## src/rtl/fetch_stage_if.sv

```systemverilog
// Signal bundle between the fetch stage, the hazard/execute logic and the
// instruction memory port.
interface fetch_stage_if;
  logic        stallF_i;
  logic        stallD_i;
  logic        flushD_i;
  logic        pcsrcE_i;
  logic [31:0] pctargetE_i;

  logic        imem_req_o;
  logic [31:0] imem_addr_o;
  logic        imem_ack_i;
  logic [31:0] imem_rdata_i;

  logic [31:0] instrD_o;
  logic [31:0] pcD_o;
  logic [31:0] pcplus4D_o;
  logic        validD_o;

  // Fetch stage side.
  modport master (
    input  stallF_i, stallD_i, flushD_i, pcsrcE_i, pctargetE_i,
    input  imem_ack_i, imem_rdata_i,
    output imem_req_o, imem_addr_o,
    output instrD_o, pcD_o, pcplus4D_o, validD_o
  );

  // Environment side: hazard unit, execute stage and instruction memory.
  modport slave (
    output stallF_i, stallD_i, flushD_i, pcsrcE_i, pctargetE_i,
    output imem_ack_i, imem_rdata_i,
    input  imem_req_o, imem_addr_o,
    input  instrD_o, pcD_o, pcplus4D_o, validD_o
  );
endinterface

```

## src/rtl/fetch_stage.sv

```systemverilog
// Instruction fetch stage with a req/ack memory port, one-entry hold buffer,
// redirect draining and the IF/ID pipeline register.
module fetch_stage #(
  parameter logic [31:0] RESET_PC  = 32'h0000_0000,
  parameter logic [31:0] NOP_INSTR = 32'h0000_0013
) (
  input  logic          clk_i,
  input  logic          rst_i,
  fetch_stage_if.master bus
);

  typedef enum logic [1:0] {IDLE, FETCH, HOLD, DRAIN} state_t;
  typedef enum logic [1:0] {OFFER_NONE, OFFER_BUBBLE, OFFER_INSTR} offer_t;

  state_t      state;
  logic [31:0] pcF;
  logic [31:0] holdBuf;
  logic [31:0] pendingPc;
  logic        reqQ;

  logic [31:0] instrQ;
  logic [31:0] pcQ;
  logic [31:0] pcPlus4Q;
  logic        validQ;

  logic [31:0] pcPlus4F;
  logic [31:0] targetPc;
  offer_t      offer;
  logic [31:0] offerInstr;

  assign pcPlus4F = pcF + 32'd4;
  assign targetPc = {bus.pctargetE_i[31:2], 2'b00};

  // What the fetch side presents to IF/ID this cycle, before flush/stall.
  always_comb begin
    // NOTE: every always_comb output gets a default first so no path leaves it unassigned and infers a latch.
    offer      = OFFER_NONE;
    offerInstr = bus.imem_rdata_i;
    unique case (state)
      IDLE: offer = OFFER_NONE;
      FETCH: begin
        if (bus.imem_ack_i && !bus.pcsrcE_i && !bus.stallF_i) offer = OFFER_INSTR;
        else                                                   offer = OFFER_BUBBLE;
      end
      HOLD: begin
        offerInstr = holdBuf;
        if (bus.pcsrcE_i)      offer = OFFER_BUBBLE;
        else if (bus.stallF_i) offer = OFFER_NONE;
        else                   offer = OFFER_INSTR;
      end
      DRAIN: offer = OFFER_BUBBLE;
      default: offer = OFFER_BUBBLE;
    endcase
  end

  // NOTE: sequential state uses non-blocking assignments so every register samples pre-edge values.
  always_ff @(posedge clk_i or posedge rst_i) begin
    if (rst_i) begin
      state     <= IDLE;
      pcF       <= RESET_PC;
      holdBuf   <= '0;
      pendingPc <= '0;
      reqQ      <= 1'b0;
    end else begin
      unique case (state)
        IDLE: begin
          state <= FETCH;
          reqQ  <= 1'b1;
        end
        FETCH: begin
          if (bus.imem_ack_i) begin
            if (bus.pcsrcE_i) begin
              pcF <= targetPc;
            end else if (bus.stallF_i) begin
              holdBuf <= bus.imem_rdata_i;
              state   <= HOLD;
              reqQ    <= 1'b0;
            end else begin
              pcF <= pcPlus4F;
            end
          end else if (bus.pcsrcE_i) begin
            // The memory still owes us a response; remember where to go after it.
            pendingPc <= targetPc;
            state     <= DRAIN;
          end
        end
        HOLD: begin
          if (bus.pcsrcE_i) begin
            pcF   <= targetPc;
            state <= FETCH;
            reqQ  <= 1'b1;
          end else if (!bus.stallF_i) begin
            pcF   <= pcPlus4F;
            state <= FETCH;
            reqQ  <= 1'b1;
          end
        end
        DRAIN: begin
          if (bus.pcsrcE_i) pendingPc <= targetPc;
          if (bus.imem_ack_i) begin
            pcF   <= bus.pcsrcE_i ? targetPc : pendingPc;
            state <= FETCH;
          end
        end
        default: begin
          state <= IDLE;
          reqQ  <= 1'b0;
        end
      endcase
    end
  end

  // IF/ID register: flush beats stall, stall beats whatever fetch offers.
  always_ff @(posedge clk_i or posedge rst_i) begin
    if (rst_i) begin
      instrQ   <= NOP_INSTR;
      pcQ      <= '0;
      pcPlus4Q <= '0;
      validQ   <= 1'b0;
    end else if (bus.flushD_i) begin
      instrQ   <= NOP_INSTR;
      pcQ      <= '0;
      pcPlus4Q <= '0;
      validQ   <= 1'b0;
    end else if (!bus.stallD_i) begin
      unique case (offer)
        OFFER_BUBBLE: begin
          instrQ   <= NOP_INSTR;
          pcQ      <= '0;
          pcPlus4Q <= '0;
          validQ   <= 1'b0;
        end
        OFFER_INSTR: begin
          instrQ   <= offerInstr;
          pcQ      <= pcF;
          pcPlus4Q <= pcPlus4F;
          validQ   <= 1'b1;
        end
        default: ;
      endcase
    end
  end

  assign bus.imem_req_o  = reqQ;
  assign bus.imem_addr_o = pcF;
  assign bus.instrD_o    = instrQ;
  assign bus.pcD_o       = pcQ;
  assign bus.pcplus4D_o  = pcPlus4Q;
  assign bus.validD_o    = validQ;

endmodule

```

## src/flat_wrapper.sv

```systemverilog
// flat-port wrapper written by rule: the top's interface ports become plain ports
module fetch_stage_flat 
#(
  parameter logic [31:0] RESET_PC  = 32'h0000_0000,
  parameter logic [31:0] NOP_INSTR = 32'h0000_0013
)
  (clk_i, rst_i, bus_stallF_i, bus_stallD_i, bus_flushD_i, bus_pcsrcE_i, bus_pctargetE_i, bus_imem_ack_i, bus_imem_rdata_i, bus_imem_req_o, bus_imem_addr_o, bus_instrD_o, bus_pcD_o, bus_pcplus4D_o, bus_validD_o);
  fetch_stage_if bus_i ();
  input  logic clk_i;
  input  logic rst_i;
  input wire logic [$bits(bus_i.stallF_i)-1:0] bus_stallF_i;
  input wire logic [$bits(bus_i.stallD_i)-1:0] bus_stallD_i;
  input wire logic [$bits(bus_i.flushD_i)-1:0] bus_flushD_i;
  input wire logic [$bits(bus_i.pcsrcE_i)-1:0] bus_pcsrcE_i;
  input wire logic [$bits(bus_i.pctargetE_i)-1:0] bus_pctargetE_i;
  input wire logic [$bits(bus_i.imem_ack_i)-1:0] bus_imem_ack_i;
  input wire logic [$bits(bus_i.imem_rdata_i)-1:0] bus_imem_rdata_i;
  output wire logic [$bits(bus_i.imem_req_o)-1:0] bus_imem_req_o;
  output wire logic [$bits(bus_i.imem_addr_o)-1:0] bus_imem_addr_o;
  output wire logic [$bits(bus_i.instrD_o)-1:0] bus_instrD_o;
  output wire logic [$bits(bus_i.pcD_o)-1:0] bus_pcD_o;
  output wire logic [$bits(bus_i.pcplus4D_o)-1:0] bus_pcplus4D_o;
  output wire logic [$bits(bus_i.validD_o)-1:0] bus_validD_o;
  assign bus_i.stallF_i = bus_stallF_i;
  assign bus_i.stallD_i = bus_stallD_i;
  assign bus_i.flushD_i = bus_flushD_i;
  assign bus_i.pcsrcE_i = bus_pcsrcE_i;
  assign bus_i.pctargetE_i = bus_pctargetE_i;
  assign bus_i.imem_ack_i = bus_imem_ack_i;
  assign bus_i.imem_rdata_i = bus_imem_rdata_i;
  assign bus_imem_req_o = bus_i.imem_req_o;
  assign bus_imem_addr_o = bus_i.imem_addr_o;
  assign bus_instrD_o = bus_i.instrD_o;
  assign bus_pcD_o = bus_i.pcD_o;
  assign bus_pcplus4D_o = bus_i.pcplus4D_o;
  assign bus_validD_o = bus_i.validD_o;
  fetch_stage #(.RESET_PC(RESET_PC), .NOP_INSTR(NOP_INSTR)) u_core (.clk_i(clk_i), .rst_i(rst_i), .bus(bus_i));
endmodule
```

## config.mk

```make
export PLATFORM = sky130hd
export DESIGN_NAME = fetch_stage_flat
export DESIGN_NICKNAME = d
export VERILOG_FILES = /design/src/rtl/fetch_stage_if.sv /design/src/rtl/fetch_stage.sv /design/src/flat_wrapper.sv
export SDC_FILE = /design/constraint.sdc
export NUM_CORES = 1
export LEC_CHECK = 0
export ABC_AREA = 1
export BUFFER_PORTS_ARGS = -buffer_cell sky130_fd_sc_hd__buf_4
export CAP_MARGIN = 20
export CORE_UTILIZATION = 40
export CTS_CLUSTER_DIAMETER = 30
export DETAILED_ROUTE_END_ITERATION = 7
export GPL_ROUTABILITY_DRIVEN = 0
export PLACE_DENSITY = 0.68
export RECOVER_POWER = 25
export SLEW_MARGIN = 25
export SYNTH_ARGS = -nofsm -noshare
export SYNTH_HDL_FRONTEND = slang
export SYNTH_SLANG_ARGS = --single-unit
```

## constraint.sdc

```tcl
create_clock -name clk_i -period 15.92 [get_ports clk_i]
set_clock_uncertainty 0.05 [all_clocks]
set_input_delay 2.388 -clock clk_i [delete_from_list [all_inputs] [get_ports clk_i]]
set_output_delay 2.388 -clock clk_i [all_outputs]
set_load 0.01 [all_outputs]
```

## Yosys cells after proc, flatten, opt, wreduce, memory -nomap -nowiden

Index checks and enable logic that the tools add are counted.

| word-level totals | value |
|---|---|
| word-level logic and storage cells | 80 |
| bits in registers | 196 |
| output and inout bits | 130 |
| input port bits | 71 |

| operators by class | value |
|---|---|
| reductions and logical operators | 15 |
| equal/unequal tests | 15 |
| mux-type cells | 39 |
| $add $sub $neg | 1 |
| bitwise operators | 1 |

Operators with widths:

| operator | number |
|---|---|
| $mux 32 | 13 |
| $pmux 32 s2 | 4 |
| $pmux 32 s3 | 1 |
| $add 32x3->32 const B | 1 |
| $mux 2 | 10 |
| $pmux 2 s4 | 2 |
| $ne 3x3->1 const B | 4 |
| $ne 2x2->1 const B | 5 |
| $reduce_and 5->1 | 2 |
| $reduce_bool 3->1 | 3 |
| $mux 1 | 7 |
| $eq 2x2->1 const B | 3 |
| $eq 2x1->1 const B | 2 |
| $reduce_and 2->1 | 2 |
| $reduce_and 4->1 | 1 |
| $pmux 1 s3 | 1 |
| $reduce_and 3->1 | 1 |
| $logic_and 1x1->1 | 2 |
| $logic_not 1->1 | 2 |
| $logic_not 2->1 | 1 |
| $ne 2x1->1 const B | 1 |
| $pmux 1 s2 | 1 |
| $reduce_bool 2->1 | 1 |
| $not 1->1 | 1 |

## Longest topological paths before layout

Gate-level depths: netlist (run 1).

| logic depth | value |
|---|---|
| word-level depth | 9 |
| mapped depth | 11 |
| gate-level depth less buffers | 10 |

## Worst setup path after synthesis (run 1)

Ideal clock, no wire load.

| timing | value |
|---|---|
| kind | input to register |
| start | input bus_pcsrcE_i |
| end | register u_core.holdBuf[13] |
| cell stages on the path | 9 |
| setup time | 0.126 ns |
| path slack | 12.318 ns |
| buffers on the path | 3 |
| arrival | 3.426 ns |
| path through | buf_2 > nor2_2 > inv_2 > nor2_1 > buf_2 > inv_2 > buf_2 > nand2_1 > o21ai_0 |

| on the way | value |
|---|---|
| cells in the longest elaborated chain, start to end | 2 |

RTL lines:

| item | RTL line | text |
|---|---|---|
| start, declared | flat_wrapper.sv:14 | `input wire logic [$bits(bus_i.pcsrcE_i)-1:0] bus_pcsrcE_i;` |
| $not 1->1 (no source line) | - |  |
| $reduce_and 4->1 (no source line) | - |  |
| end signal, assigned | fetch_stage.sv:75 | `holdBuf <= bus.imem_rdata_i;` |
| end, declared | fetch_stage.sv:17 | `logic [31:0] holdBuf;` |

Every way passes these cells.
A chain may end at the register's enable or synchronous reset.

==> results of run 1 <==
[stage by stage]
step / area, um^2 / hold slack (ns)
2_1_floorplan: 9020 / 0.398
3_3_place_gp: 10600 / 0.414
3_5_place_dp: 10600 / 0.422
4_1_cts: 11200 / 0.439
5_1_grt: 11200 / 0.462
6_report: 11200 / 0.434
[worst max-delay path: cells and delay by family]
kind                   cells  cell delay [ns]
buffers and inverters      3             4.29
[power by group through the flow]
stage                     Clock, mW  Combinational (mW)  Sequential, mW
after floorplan                   0               0.275           0.704
after global placement            0               0.444           0.710
after detailed placement          0               0.453           0.715
after CTS                     0.436               0.455           0.706
after global routing          0.459               0.513           0.724
final                         0.429               0.453           0.709
[synthesized netlist by cell type]
| library cell | n |
|---|---|
| o21bai_4 | 1 |
| buf_2 | 31 |
| o31ai_1 | 1 |
| inv_2 | 9 |
| a31oi_1 | 1 |
| buf_6 | 5 |
| o21ai_0 | 61 |
| a22oi_1 | 7 |
| nand2_2 | 2 |
| nor2_2 | 7 |
| clkbuf_1 | 19 |
| nand3b_1 | 1 |
| o2111ai_1 | 3 |
| a221oi_1 | 1 |
| xor2_1 | 14 |
| nand2_1 | 347 |
| o21ai_1 | 83 |
| and2_1 | 3 |
| ha_1 | 1 |
| nor2_1 | 61 |
| buf_1 | 9 |
| or2_2 | 1 |
| nor3_4 | 1 |
| nand3_1 | 127 |
| dfrtp_1 | 191 |
| nor2_4 | 1 |
| buf_4 | 2 |
| inv_1 | 68 |
| dfstp_2 | 3 |
| o221a_2 | 1 |
| a41oi_1 | 2 |
| nand4_1 | 1 |
| a21oi_1 | 49 |
[final cells by class]
cell class | instances | area share
clock buffer | 20 | 0.0400
clock inverter | 12 | 0.0117
inverter | 77 | 0.0260
multi-input combinational | 777 | 0.318
sequential | 194 | 0.435
tap | 280 | 0.0314
timing repair buffer | 206 | 0.138
[logic make-up (layout without fill, tap and decap cells)]
kind of cell,after synthesis,count (layout)
AOI/OAI and AO/OA,210,210
xor gates and xnor gates,14,14
adders and majority gates,1,1
buffers and inverters,143,315
DFF,194,194
and+or+nand+nor,552,552
[registers in the layout, indices dropped and copies added (netlist names)]
name / flops
u_core.bus.instrD_o: 32
u_core.holdBuf: 32
u_core.bus.pcplus4D_o: 32
u_core.state: 2
u_core.pendingPc: 32
u_core.bus.imem_addr_o: 32
u_core.bus.imem_req_o: 1
u_core.bus.validD_o: 1
u_core.bus.pcD_o: 30
[metal layers]
| layer | vias to the layer above | wire [um] |
|---|---|---|
| met2 | 271 | 11500 |
| met5 | - | 0 |
| met4 | 0 | 393 |
| met1 | 3879 | 11700 |
| met3 | 26 | 1920 |
| li1 | 3945 | - |
[worst paths after layout]
check / start / endpoint / slack (ns) / cells past startpoint
min reg2reg: u_core.holdBuf[16]$_DFFE_PP0P_ / u_core.holdBuf[16]$_DFFE_PP0P_ / 0.43 / 2
min in group asynchronous: rst_i / u_core.holdBuf[27]$_DFFE_PP0P_ / 2.85 / 2
max: rst_i / u_core.bus.imem_addr_o[16]$_DFFE_PP0P_ / 8.91 / 3
max in group clk_i: bus_pcsrcE_i / u_core.bus.pcD_o[19]$_DFFE_PP0P_ / 11.37 / 9
min: u_core.holdBuf[16]$_DFFE_PP0P_ / u_core.holdBuf[16]$_DFFE_PP0P_ / 0.43 / 2
max reg2reg: u_core.state[1]$_DFFE_PP0P_ / u_core.bus.pcD_o[19]$_DFFE_PP0P_ / 12.55 / 8
==> run_results.csv, run 1 <==
group,metric,value,unit
power_and_ir_drop,leakage,5.78,nW
global_route,antenna_found_initial,0,
global_route,grt_pass1_wl,41400,um
route,drc_errors,16,
power_and_ir_drop,p_int,1.01,mW
global_route,use_met3,0.0512,
finish,nets,1345,
power_and_ir_drop,power_switching,0.580,mW
clock_tree,cts_setup_buffers,0,
clock_tree,clk_pin_slew,0.07,ns
synthesis,synth_compound_area_frac,0.124,
timing,tns,0,ns
timing,layout_setup_ws,8.91,ns
place,pre_cts_slack,10.90,ns
floorplan,ioPinCount,201,
timing,finalCritPeriodShare,0.441,
synthesis,syn-num-nets,1186,
synthesis,synthTopCellsByArea,"dfrtp_1 53%, nand2_1 14%, nand3_1 7.0%, o21ai_1 4.6%, o21ai_0 3.4%",
finish,fillers,2104,
synthesis,netlist_instances,1114,
worst_setup_path,cp.required,15.69,ns
synthesis,ys_warn_count,0,
floorplan,die_width,152,um
worst_setup_path,worstSetupEndpointType,"async pin",
finish,final_common_cell,"nand2_1",
timing,max_slew_margin,-1.19,
global_route,grt_max_degree,135,
worst_setup_path,cp-start-kind,"primary input",
synthesis,synth-simple-area-share,0.254,
global_route,grt_usage,0.225,
global_route,grt_pass1_vias,7670,
route,vias,8121,
place,numPortBuffers,198,
synthesis,synth-adder-area-share,0.00139,
timing,fmax,143,MHz
global_route,top_usage_layer,"met2",
floorplan,dieHeight,152,um
floorplan,fp.dieArea,23200,um^2
global_route,grt_use_met2,0.334,
power_and_ir_drop,irDropWorstVdd,0.0000751,V
route,wl,25600,um
place,dp.cells,1533,
finish,final_cell_mix,"347 x nand2_1, 204 x buf_4, 191 x dfrtp_1",
finish,drive_gt1_frac,0.205,
outcome,status,"finished, violations left",
synthesis,ys_seq_area_frac,0.539,
timing,setup_violations,0,
route,drt_iter0_markers,655,
synthesis,syn_area_per_cell,8.10,um^2
power_and_ir_drop,powerDensity,143,nW/um^2
synthesis,synth.ff_latch_count,194,
power_and_ir_drop,seqPwrFrac,0.446,
finish,syn_to_final_growth,23.8,%
worst_hold_path,min-delay-path-class,"flip-flop to flip-flop",
power_and_ir_drop,p_total,1.59,mW
synthesis,synth_top_area_cell,"dfrtp_1",
timing,final-max-slew-violation-count,137,
clock_tree,clk_latency,0.43,ns
timing,worst_pin_slew,3.27,ns
power_and_ir_drop,p_clk_frac,0.270,
clock_tree,cts-root-buf,"clkbuf_16",
worst_setup_path,slowest_delay,2.38,ns
clock_tree,post_cts_resize_count,0,
synthesis,synth.area.mux_share,0,
worst_setup_path,path_cells,"clkbuf_4 -> clkinvlp_2 -> clkbuf_1",
place,place_hpwl,17300,um
worst_setup_path,crit_path_top_delay_cell,"clkbuf_1",
timing,rsz0062_at_grt,"false",
timing,period_needed,7.01,ns
clock_tree,clock-sinks,194,
finish,final_util,0.508,
clock_tree,clockBufferDepth,2,
global_route,gr-usage-met1,0.326,
synthesis,synth_top_area_share,0.530,
synthesis,synth_top_family_by_area,"simple AND/OR/NAND/NOR gates",
clock_tree,cts_tree,"done",
finish,multiInputGateArea,3550,um^2
finish,instances_no_fill,1566,
power_and_ir_drop,swShare,0.364,
floorplan,core_region_area,22000,um^2
power_and_ir_drop,combPwrFrac,0.285,
timing,finalHoldViolCount,0,
synthesis,synth_area,9020,um^2
floorplan,rows,54,
route,wl_per_cell,16.3,um
worst_setup_path,crit_fanout,74,
route,dr.pass1.iters,8,
floorplan,initial_core_util,0.411,
finish,antennaDiodeCount,0,
job,maxCapViolations,2,
clock_tree,numCtsBuffers,17,
route,via_per_inst,5.19,
synthesis,synth-xor-area-share,0.0136,
worst_setup_path,critPathKind,"primary input to async pin",
clock_tree,ctsHtreeMaxLevel,4,
outcome,violations,"DRC, capacitance limit, slew limit",
synthesis,ys_types,33,
route,ant_nets,0,
global_route,overflow,0,
worst_setup_path,critical_path_arrival,6.79,ns
finish,regArea,4860,um^2
clock_tree,ctsHoldBuffers,0,
(Power assumes the default switching activity.)
==> run 2: changes to the inputs <==
Clock period 15.92 ns to 6.5 ns, I/O delays scaled along.
==> run 2 against run 1 <==
The run still ends with DRC, capacitance limit, slew limit left. Sequential share of layout area is 0.063 points lower. Final cell count did not move. Die area unchanged. Critical path type unchanged.
==> run_results.csv, run 2 (synthesis gave the netlist of run 1 again) <==
group,metric,value,unit
worst_setup_path,critPathKind,"primary input to async pin",
power_and_ir_drop,powerDensity,351,nW/um^2
clock_tree,clockBufferDepth,2,
floorplan,fp.dieArea,23200,um^2
route,dr.pass1.iters,8,
place,numPortBuffers,198,
global_route,grt_pass1_vias,7369,
finish,nets,1345,
global_route,grt_max_degree,134,
clock_tree,cts_tree,"done",
finish,final_common_cell,"nand2_1",
job,maxCapViolations,2,
clock_tree,cts-root-buf,"clkbuf_16",
finish,drive_gt1_frac,0.205,
worst_setup_path,critical_path_arrival,3.97,ns
worst_setup_path,cp.required,6.53,ns
route,wl,25300,um
outcome,status,"finished, violations left",
clock_tree,cts_setup_buffers,0,
power_and_ir_drop,leakage,5.78,nW
finish,antennaDiodeCount,0,
global_route,overflow,0,
clock_tree,clk_pin_slew,0.07,ns
finish,final_util,0.509,
worst_setup_path,cp-start-kind,"primary input",
timing,rsz0062_at_grt,"false",
global_route,antenna_found_initial,0,
timing,fmax,253,MHz
floorplan,rows,54,
floorplan,dieHeight,152,um
route,drt_iter0_markers,750,
worst_setup_path,worstSetupEndpointType,"async pin",
floorplan,ioPinCount,201,
place,place_hpwl,17100,um
timing,tns,0,ns
route,ant_nets,0,
timing,finalHoldViolCount,0,
floorplan,core_region_area,22000,um^2
route,via_per_inst,5.14,
timing,setup_violations,0,
outcome,violations,"DRC, capacitance limit, slew limit",
finish,syn_to_final_growth,24.0,%
clock_tree,numCtsBuffers,17,
worst_hold_path,min-delay-path-class,"flip-flop to flip-flop",
global_route,grt_pass1_wl,40600,um
clock_tree,ctsHoldBuffers,0,
floorplan,initial_core_util,0.411,
power_and_ir_drop,p_total,3.92,mW
power_and_ir_drop,irDropWorstVdd,0.000174,V
worst_setup_path,crit_fanout,92,
clock_tree,post_cts_resize_count,0,
timing,finalCritPeriodShare,0.607,
route,drc_errors,16,
floorplan,die_width,152,um
timing,worst_pin_slew,2.23,ns
global_route,grt_usage,0.222,
clock_tree,clock-sinks,194,
route,vias,8044,
timing,final-max-slew-violation-count,136,
timing,period_needed,3.95,ns
clock_tree,ctsHtreeMaxLevel,4,
route,wl_per_cell,16.2,um
clock_tree,clk_latency,0.43,ns
timing,max_slew_margin,-0.489,
finish,final_cell_mix,"347 x nand2_1, 204 x buf_4, 191 x dfrtp_1",
-- run 2: layout make-up --
class / instances / area [um^2]
fill: 2109 / 10800
sequential: 194 / 4860
multi-input combinational: 777 / 3550
timing repair buffer: 206 / 1540
clock buffer: 21 / 450
tap: 280 / 350
inverter: 77 / 290
clock inverter: 11 / 141
-- run 2: worst max-delay path, stage by stage --
cell,delay [ns]
clkbuf_4,0.11
clkinvlp_2,1.05
clkbuf_2,1.73
-- run 2: stage by stage --
stage	worst slack, ns	hold slack (ns)	instances	cell area, um^2
after floorplan	0.196	0.398	1114	9020
after global placement	2.97	0.414	1533	10600
after detailed placement	2.91	0.421	1533	10600
after CTS	3.08	0.440	1565	11200
after global routing	1.76	0.457	1566	11200
final	2.55	0.439	1566	11200
-- run 2: path summary, 6_finish.rpt --
path	startpoint	to	slack (ns)	depth (start not counted)
max	rst_i	u_core.bus.pcplus4D_o[27]$_DFFE_PP0P_	2.55	3
min	u_core.holdBuf[23]$_DFFE_PP0P_	u_core.holdBuf[23]$_DFFE_PP0P_	0.44	2
max reg2reg	u_core.state[1]$_DFFE_PP0P_	u_core.bus.pcD_o[29]$_DFFE_PP0P_	3.17	8
min reg2reg	u_core.holdBuf[23]$_DFFE_PP0P_	u_core.holdBuf[23]$_DFFE_PP0P_	0.44	2
max in group clk_i	u_core.state[1]$_DFFE_PP0P_	u_core.bus.pcD_o[29]$_DFFE_PP0P_	3.17	8
min in group asynchronous	rst_i	u_core.holdBuf[30]$_DFFE_PP0P_	0.97	2
-- run 2: per-layer routing --
layer,track usage,up-vias,wire [um]
met5,0,-,0
li1,-,3933,-
met4,0.0700,0,458
met1,0.326,3801,11600
met3,0.0472,27,1850
met2,0.327,283,11400
-- run 2: power breakdown --
| group | internal, mW | switching, mW | leakage, nW | total [mW] |
|---|---|---|---|---|
| combinational | 0.422 | 0.684 | 2.99 | 1.11 |
| sequential | 1.48 | 0.262 | 2.51 | 1.74 |
| clock | 0.589 | 0.489 | 0.283 | 1.08 |
| total | 2.49 | 1.44 | 5.78 | 3.92 |
